==> src/rtl/paint_draw_sched.sv <==
// paint_draw_sched: round-robin arbiter and rectangle scan sequencer.
// It takes fill commands from the square tool (port 0) and the clear path
// (port 1), then walks the clamped rectangle one pixel per accepted cycle
// into the VGA adapter plot port.
module paint_draw_sched #(
    parameter int         CANVAS_W  = 160,
    parameter int         CANVAS_H  = 120,
    parameter logic [2:0] BG_COLOUR = 3'b000
) (
    input  logic       clk,
    input  logic       reset,
    input  logic       req0,
    input  logic [7:0] x0_a,
    input  logic [7:0] y0_a,
    input  logic [7:0] x0_b,
    input  logic [7:0] y0_b,
    input  logic [2:0] colour0,
    output logic       ack0,
    input  logic       req1,
    output logic       ack1,
    output logic       plot_valid,
    input  logic       plot_ready,
    output logic [7:0] plot_x,
    output logic [7:0] plot_y,
    output logic [2:0] plot_colour,
    output logic       busy,
    output logic       done,
    output logic       grant_id
);

    localparam logic [7:0] X_LAST = 8'(CANVAS_W - 1);
    localparam logic [7:0] Y_LAST = 8'(CANVAS_H - 1);

    localparam logic [1:0] S_IDLE = 2'd0;
    localparam logic [1:0] S_LOAD = 2'd1;
    localparam logic [1:0] S_DRAW = 2'd2;
    localparam logic [1:0] S_DONE = 2'd3;

    logic [1:0] state_q, state_d;
    logic       rr_last_q, rr_last_d;   // port granted most recently
    logic       gid_q, gid_d;
    logic [7:0] xa_q, xa_d, ya_q, ya_d, xb_q, xb_d, yb_q, yb_d;
    logic [2:0] col_q, col_d;
    logic [7:0] xmin_q, xmin_d, xmax_q, xmax_d, ymax_q, ymax_d;
    logic [7:0] x_q, x_d, y_q, y_d;

    logic       grant0, grant1;
    logic [7:0] lx_min, lx_max, ly_min, ly_max;
    logic       empty;

    // Arbitration: on a tie the port not granted last wins; acks only in IDLE.
    always_comb begin
        grant0 = req0 && (!req1 || rr_last_q);
        grant1 = req1 && (!req0 || !rr_last_q);
        ack0   = (state_q == S_IDLE) && !reset && grant0;
        ack1   = (state_q == S_IDLE) && !reset && grant1;
    end

    // Normalise the captured corners, clamp the far edge, flag off-canvas commands.
    always_comb begin
        lx_min = (xa_q < xb_q) ? xa_q : xb_q;
        lx_max = (xa_q < xb_q) ? xb_q : xa_q;
        ly_min = (ya_q < yb_q) ? ya_q : yb_q;
        ly_max = (ya_q < yb_q) ? yb_q : ya_q;
        if (lx_max > X_LAST) lx_max = X_LAST;
        if (ly_max > Y_LAST) ly_max = Y_LAST;
        empty = (lx_min > X_LAST) || (ly_min > Y_LAST);
    end

    // Next-state logic for the FSM, command capture and the scan position.
    always_comb begin
        // NOTE: every _d gets its hold value first so no path leaves it unassigned (no latches).
        state_d   = state_q;
        rr_last_d = rr_last_q;
        gid_d     = gid_q;
        xa_d      = xa_q;
        ya_d      = ya_q;
        xb_d      = xb_q;
        yb_d      = yb_q;
        col_d     = col_q;
        xmin_d    = xmin_q;
        xmax_d    = xmax_q;
        ymax_d    = ymax_q;
        x_d       = x_q;
        y_d       = y_q;
        case (state_q)
            S_IDLE: begin
                if (ack0) begin
                    xa_d = x0_a;  ya_d = y0_a;
                    xb_d = x0_b;  yb_d = y0_b;
                    col_d     = colour0;
                    gid_d     = 1'b0;
                    rr_last_d = 1'b0;
                    state_d   = S_LOAD;
                end else if (ack1) begin
                    xa_d = 8'd0;    ya_d = 8'd0;
                    xb_d = X_LAST;  yb_d = Y_LAST;
                    col_d     = BG_COLOUR;
                    gid_d     = 1'b1;
                    rr_last_d = 1'b1;
                    state_d   = S_LOAD;
                end
            end
            S_LOAD: begin
                xmin_d  = lx_min;
                xmax_d  = lx_max;
                ymax_d  = ly_max;
                x_d     = lx_min;
                y_d     = ly_min;
                state_d = empty ? S_DONE : S_DRAW;
            end
            S_DRAW: begin
                if (plot_ready) begin
                    // Edges found by equality so a 255 coordinate never wraps.
                    if (x_q == xmax_q) begin
                        if (y_q == ymax_q) begin
                            state_d = S_DONE;
                        end else begin
                            x_d = xmin_q;
                            y_d = y_q + 8'd1;
                        end
                    end else begin
                        x_d = x_q + 8'd1;
                    end
                end
            end
            default: state_d = S_IDLE;   // S_DONE lasts exactly one cycle
        endcase
    end

    // State registers with synchronous reset; an abort drops the command silently.
    always_ff @(posedge clk) begin
        // NOTE: sequential state uses non-blocking assignments so all registers update together.
        if (reset) begin
            state_q   <= S_IDLE;
            rr_last_q <= 1'b1;       // port 0 wins the first tie
            gid_q     <= 1'b0;
            xa_q      <= 8'd0;
            ya_q      <= 8'd0;
            xb_q      <= 8'd0;
            yb_q      <= 8'd0;
            col_q     <= 3'd0;
            xmin_q    <= 8'd0;
            xmax_q    <= 8'd0;
            ymax_q    <= 8'd0;
            x_q       <= 8'd0;
            y_q       <= 8'd0;
        end else begin
            state_q   <= state_d;
            rr_last_q <= rr_last_d;
            gid_q     <= gid_d;
            xa_q      <= xa_d;
            ya_q      <= ya_d;
            xb_q      <= xb_d;
            yb_q      <= yb_d;
            col_q     <= col_d;
            xmin_q    <= xmin_d;
            xmax_q    <= xmax_d;
            ymax_q    <= ymax_d;
            x_q       <= x_d;
            y_q       <= y_d;
        end
    end

    // Status and plot port are straight decodes of registered state.
    always_comb begin
        plot_valid  = (state_q == S_DRAW);
        busy        = (state_q != S_IDLE);
        done        = (state_q == S_DONE);
        plot_x      = x_q;
        plot_y      = y_q;
        plot_colour = col_q;
        grant_id    = gid_q;
    end

endmodule
==> config.mk <==
export PLATFORM = sky130hd
export DESIGN_NAME = paint_draw_sched
export DESIGN_NICKNAME = d
export VERILOG_FILES = /design/src/rtl/paint_draw_sched.sv
export SDC_FILE = /design/constraint.sdc
export NUM_CORES = 1
export LEC_CHECK = 0
export ABC_AREA = 1
export ABC_CLOCK_PERIOD_IN_PS = 3750
export BUFFER_PORTS_ARGS = -buffer_cell sky130_fd_sc_hd__buf_2
export CAP_MARGIN = 20
export CORE_MARGIN = 2
export CORE_UTILIZATION = 61
export DETAILED_ROUTE_END_ITERATION = 8
export HOLD_SLACK_MARGIN = 0.15
export PLACE_DENSITY_LB_ADDON = 0.15
export SETUP_SLACK_MARGIN = 0.1
export SLEW_MARGIN = 20
export SYNTH_ARGS = -nofsm -noshare
export SYNTH_HDL_FRONTEND = slang
export SYNTH_SLANG_ARGS = --single-unit
==> constraint.sdc <==
create_clock -name clk -period 3.75 [get_ports clk]
set_clock_uncertainty 0.15 [all_clocks]
set_input_delay 0 -clock clk [delete_from_list [all_inputs] [get_ports clk]]
set_output_delay 0 -clock clk [all_outputs]
set_load 0.01 [all_outputs]
==> results_dict.tcl, run 1 <==
set metrics [dict create \
    power_uw 4160 \
    cts_tree "done" \
    combPwrFrac 0.519 \
    whs_endpoint "xmin_q[2]" \
    syn2layout_area_growth_pct 28.9 \
    arrival_ns 3.38 \
    nFillCells 393 \
    rsz0062_at_grt "no" \
    fin_hold_ws_ns 0.308 \
    grt_max_degree 40 \
    numCtsBuffers 9 \
    grt_pass1_vias 4376 \
    final.min_clock_period_ns 3.23 \
    setup_violations 0 \
    clkPwrFrac 0.176 \
    rows 30 \
    die_h_um 87.7 \
    grt_pass1_wl_mm 22.1 \
    io_pins 65 \
    max_slew_margin 0.264 \
    track_usage 0.373 \
    cts_sinks 79 \
    core-area_um2 6790 \
    final_area_um2 5510 \
    crit_slowest_cell "dlygate4sd3_1" \
    grt_use_met2 0.585 \
    clkSlewWorstSetupHoldPaths_ns 0.08 \
    powerDensity_nw_per_um2 755 \
    clk_latency_ns 0.36 \
    ys_ff_latch 79 \
    clk_path_buf_depth 2 \
    dr_total_vias 4875 \
    yosysUniqueCellTypes 33 \
    port-buffer-count 64 \
    diodes 0 \
    drt_wl_total_mm 14.6 \
    synth.avg_cell_area_um2 7.07 \
    max_stage_delay_ns 0.58 \
    initialDrtViolationCount 482 \
    rr_worst_depth 11 \
    drc 0 \
    dpl_cell_area_um2 4600 \
    period_share 0.861 \
    crit_path_cell_trace "inv_1, ha_1, inv_1, nor2_1, nand2_1, inv_2, nor2_4, buf_4, nand2_1, a21oi_1, dlygate4sd3_1" \
    crit_path_max_fanout 26 \
    hold_path_depth 2 \
    h-tree-depth 3 \
    switching_share 0.468 \
    r2r_slack_ns 0.52 \
    drt-pass1-iter-count 5 \
    cts-root-buf "clkbuf_8" \
    drt.antenna.violating_nets 0 \
    status "completed" \
    cp-start-kind "register" \
    crit_type "register to register" \
    viasPerCell 5.92 \
    syn_inst 605 \
    p_leak_uw 0.00254 \
    ys_warn_count 0 \
    use_met1 0.510 \
    fp.dieW_um 87.7 \
    syn_area_um2 4280 \
    grt_overflow 0 \
    setup-tns-final_ns 0 \
    internal_power_uw 2210 \
    hold_class "register to register" \
    critPathTopFamily "buffers and inverters" \
    drv_slew 0 \
    ir_worst_vdd_uv 370 \
    finalHoldViolCount 0 \
    power.switching_uw 1940 \
    cap_violations 0 \
    initial_core_util 0.629 \
    die_area_um2 7690 \
    pwr-share-seq 0.306 \
    synth.net_count 666 \
    worstReg2RegEnd "xa_q[3]" \
    cp.required_ns 3.90 \
    antenna_found_initial 0 \
    nets 784 \
    critical_path_buf_inv_count 5 \
    drive_above_1_share 0.140 \
    tightest_slew_ns 1.10 \
    timing.rr.start "state_q[0]" \
    hp-start "xmin_q[2]" \
    setup_ws_ns 0.520 \
    clock.fmax_ghz 0.310 \
    endpoint_kind "register" \
    grt-busiest-layer "met2" \
    pre_cts_ws_ns 0.856 \
    routabilityCongestion 0.830 \
    ys_seq_area_frac 0.370 \
    hpwl_mm 7.26 \
    use_met3 0.0886 \
    wl_per_cell_um 17.7 \
]
==> layout by cell type, fill, tap and decap left out <==
cell	count
o211ai_1	5
nand4_2	1
nor2_1	54
o21a_1	1
nand2_2	4
a211oi_4	1
a22oi_1	1
o21ai_0	69
o21ai_2	4
a21oi_1	71
nand4_1	5
nor2_4	1
or2_2	2
clkinv_2	1
nand3b_1	5
inv_4	1
nand2_4	2
nor4_2	1
nand2_1	135
o21ai_1	8
xor2_1	12
xnor2_1	9
inv_2	2
nor3_1	14
dfxtp_1	79
clkbuf_1	2
nor3_4	1
mux2i_1	2
a31oi_1	5
inv_1	51
buf_2	64
buf_4	4
dlygate4sd3_1	67
clkbuf_8	11
nand3_1	10
bufinv_16	2
ha_1	21
==> timing repair <==
item,CTS,global route
hold endpoints to repair,55,0
resized for setup,0,1
setup endpoints to repair,0,14
buffers inserted,0,1
hold buffers,67,0
==> state kept, by name (all words and copies together) (netlist names) <==
| signal | count |
|---|---|
| xmax_q | 8 |
| grant_id | 1 |
| xmin_q | 8 |
| yb_q | 8 |
| xb_q | 8 |
| plot_colour | 3 |
| ya_q | 8 |
| ymax_q | 8 |
| xa_q | 8 |
| plot_y | 8 |
| rr_last_q | 1 |
| plot_x | 8 |
| state_q | 2 |
==> metal layers <==
layer  up-vias  wire length (um)
li1       2223                 -
met1      2217              5890
met2       361              6560
met3        74              1530
met4         0               629
met5         -                 0
==> logic make-up (layout without fill, tap and decap cells) <==
family / after synthesis / in the layout / synth area share
mux: 2 / 2 / 0.00468
compound gates: 165 / 165 / 0.206
buf+inv: 82 / 205 / 0.0799
simple gates: 235 / 235 / 0.235
flops: 79 / 79 / 0.370
xor+xnor: 21 / 21 / 0.0430
fa+ha+maj: 21 / 21 / 0.0615
==> worst reg2reg max path: cells and delay by family (launching register included) <==
kind / cells / cell delay (ns)
buf+inv: 5 / 1.37
simple gates: 4 / 0.80
flops: 1 / 0.42
fa+ha+maj: 1 / 0.26
compound gates: 1 / 0.19
==> through the flow <==
stage / utilization / instances
detailed placement: 0.677 / 740
global placement: 0.677 / 740
global route: 0.811 / 824
finish: 0.811 / 824
CTS: 0.809 / 823
floorplan: - / 605
==> power groups by stage <==
stage               Clock, uW  Combinational (uW)  Sequential [uW]
floorplan                   0                1510             1250
global placement            0                1820             1260
detailed placement          0                1880             1270
CTS                       715                2000             1250
global route              763                2360             1290
finish                    731                2160             1270
==> final cells by class <==
type / instances / area, um2 / share of cell area
Multi-Input combinational cell: 444 / 2360 / 0.428
Clock buffer: 13 / 159 / 0.0288
Inverter: 54 / 205 / 0.0372
Tap cell: 96 / 120 / 0.0218
Clock inverter: 3 / 65.1 / 0.0118
Sequential cell: 79 / 1580 / 0.287
Timing Repair Buffer: 135 / 1020 / 0.185
==> worst max path at each step <==
stage	start	end	cells after the start
2_1_floorplan	yb_q[5]	ymax_q[5]	11
3_3_place_gp	state_q[0]	state_q[1]	11
3_5_place_dp	state_q[0]	state_q[1]	11
4_1_cts	state_q[0]	plot_colour[1]	12
5_1_grt	state_q[0]	plot_colour[1]	11
6_report	state_q[0]	xa_q[3]	11
==> synthesized netlist by cell type <==
| master | n | area [um2] |
|---|---|---|
| nand2_1 | 135 | 507 |
| dfxtp_1 | 79 | 1580 |
| a21oi_1 | 71 | 355 |
| o21ai_0 | 69 | 345 |
| nor2_1 | 54 | 203 |
| inv_1 | 51 | 191 |
| ha_1 | 21 | 263 |
| clkbuf_1 | 18 | 67.6 |
| nor3_1 | 14 | 70.1 |
| xor2_1 | 12 | 105 |
| nand3_1 | 10 | 50.1 |
| xnor2_1 | 9 | 78.8 |
| o21ai_1 | 8 | 40.0 |
| buf_2 | 7 | 35.0 |
| a31oi_1 | 5 | 31.3 |
| nand3b_1 | 5 | 37.5 |
| nand4_1 | 5 | 31.3 |
| o211ai_1 | 5 | 37.5 |
| nand2_2 | 4 | 25.0 |
| o21ai_2 | 4 | 35.0 |
| buf_6 | 3 | 33.8 |
| inv_2 | 2 | 7.51 |
| mux2i_1 | 2 | 20.0 |
| nand2_4 | 2 | 22.5 |
| or2_2 | 2 | 12.5 |
| a211oi_4 | 1 | 20.0 |
| a22oi_1 | 1 | 7.51 |
| inv_4 | 1 | 6.26 |
| nand4_2 | 1 | 12.5 |
| nor2_2 | 1 | 6.26 |
| nor3_4 | 1 | 16.3 |
| nor4_2 | 1 | 12.5 |
| o21a_1 | 1 | 7.51 |
Note: power is estimated with default switching activity, not from simulation.
==> run 2, diff against run 1 <==
Settings changed: MAX_ROUTING_LAYER set to met4, SKIP_CTS_REPAIR_TIMING set to 1.
==> run 2 against run 1 <==
Net effect:
- core utilization decreased by 2.8 points
- critical path type unchanged
- register-to-register slack got worse by 0.30 ns
- setup slack got worse by 0.30 ns
- non-clock buffer count decreased by 19
- clock power decreased by 0.8%
- wire length decreased by 12%
- global-route usage decreased by 8.8 points
- die area unchanged
- combinational power decreased by 6%
==> results_dict.tcl, run 2 (same netlist as run 1, synthesis figures left out) <==
set metrics [dict create \
    viasPerCell 5.63 \
    hold_class "register to register" \
    initialDrtViolationCount 327 \
    p_leak_uw 0.00242 \
    port-buffer-count 64 \
    internal_power_uw 2170 \
    nets 765 \
    die_h_um 87.7 \
    power.switching_uw 1840 \
    cap_violations 0 \
    ir_worst_vdd_uv 409 \
    setup-tns-final_ns 0 \
    rsz0062_at_grt "no" \
    finalHoldViolCount 0 \
    routabilityCongestion 0.843 \
    final.min_clock_period_ns 3.53 \
    pwr-share-seq 0.314 \
    clock.fmax_ghz 0.283 \
    use_met3 0.0584 \
    dp_cells 740 \
    drv_slew 0 \
    combPwrFrac 0.505 \
    initial_core_util 0.629 \
    endpoint_kind "register" \
    fp.dieW_um 87.7 \
    final_cells 805 \
    clkSlewWorstSetupHoldPaths_ns 0.09 \
    syn2layout_area_growth_pct 24.3 \
    powerDensity_nw_per_um2 753 \
    clk_latency_ns 0.36 \
    crit_path_max_fanout 18 \
    max_slew_margin 0.253 \
    rows 30 \
    wl_per_cell_um 15.9 \
    cts_tree "done" \
    tightest_slew_ns 1.12 \
    arrival_ns 3.67 \
    dr_total_vias 4530 \
    switching_share 0.458 \
    antenna_found_initial 0 \
    final_common_cell "nand2_1" \
    setup_violations 0 \
    grt_pass1_vias 3593 \
    status "completed" \
    cp.required_ns 3.89 \
    use_met1 0.403 \
    numCtsBuffers 9 \
    grt_use_met2 0.419 \
    cts-root-buf "clkbuf_8" \
    hpwl_mm 7.26 \
    most-common-layout-cells "nand2_1, dfxtp_1, a21oi_1" \
    die_area_um2 7690 \
    core-area_um2 6790 \
    grt_max_degree 40 \
    grt-busiest-layer "met2" \
    cts_sinks 79 \
    period_share 0.941 \
    drt-pass1-iter-count 6 \
    clk_path_buf_depth 2 \
    drive_above_1_share 0.142 \
    drt_wl_total_mm 12.8 \
    track_usage 0.286 \
    crit_type "register to register" \
    diodes 0 \
    cp-start-kind "register" \
    drc 0 \
    h-tree-depth 3 \
    grt_overflow 0 \
    drt.antenna.violating_nets 0 \
    io_pins 65 \
    clkPwrFrac 0.181 \
    grt_pass1_wl_mm 16.9 \
]
-- run 2: routing by layer --
| layer | vias up | share of wire |
|---|---|---|
| met5 | - | 0 |
| met2 | 237 | 0.47 |
| li1 | 2190 | - |
| met3 | 49 | 0.073 |
| met4 | 0 | 0.038 |
| met1 | 2054 | 0.42 |
-- run 2: layout make-up --
type / count / area, um2
clock buffer: 13 / 159
clock inverter: 3 / 65.1
fill: 453 / 1480
inverter: 54 / 205
multi-input combinational: 444 / 2350
sequential: 79 / 1580
tap: 96 / 120
timing repair buffer: 116 / 833
-- run 2: stage by stage --
stage	cell area (um2)	power [uW]	setup WS, ns	hold slack [ns]	utilization
6_report	5320	4000	0.221	0.308	0.783
5_1_grt	5320	4300	0.131	0.321	0.783
4_1_cts	4830	3870	0.827	-0.258	0.710
3_5_place_dp	4600	3150	0.856	0.112	0.677
3_3_place_gp	4600	3080	1.07	0.103	0.677
2_1_floorplan	4280	2760	1.66	-0.00210	-
-- run 2: final timing paths --
path / startpoint / to / slack, ns / cells past startpoint
min reg2reg: xmin_q[2] / xmin_q[2] / 0.31 / 2
max: state_q[0] / ya_q[7] / 0.22 / 11
max reg2reg: state_q[0] / ya_q[7] / 0.22 / 11
min: xmin_q[2] / xmin_q[2] / 0.31 / 2
-- run 2: critical path: stages (launching register included) --
cell	delay, ns
dfxtp_1	0.41
inv_1	0.09
ha_1	0.24
inv_1	0.08
nor2_1	0.07
nand3_1	0.10
dlygate4sd3_1	0.60
inv_1	0.11
nor2_2	0.60
nand2_1	0.20
a21oi_1	0.19
dlygate4sd3_1	0.62
-- run 2: power groups by stage --
stage          registers (uW)  clock network, uW  logic [uW]
6_report                 1260                725        2020
5_1_grt                  1290                764        2250
4_1_cts                  1250                715        1900
3_5_place_dp             1270                  0        1880
3_3_place_gp             1260                  0        1820
2_1_floorplan            1250                  0        1510
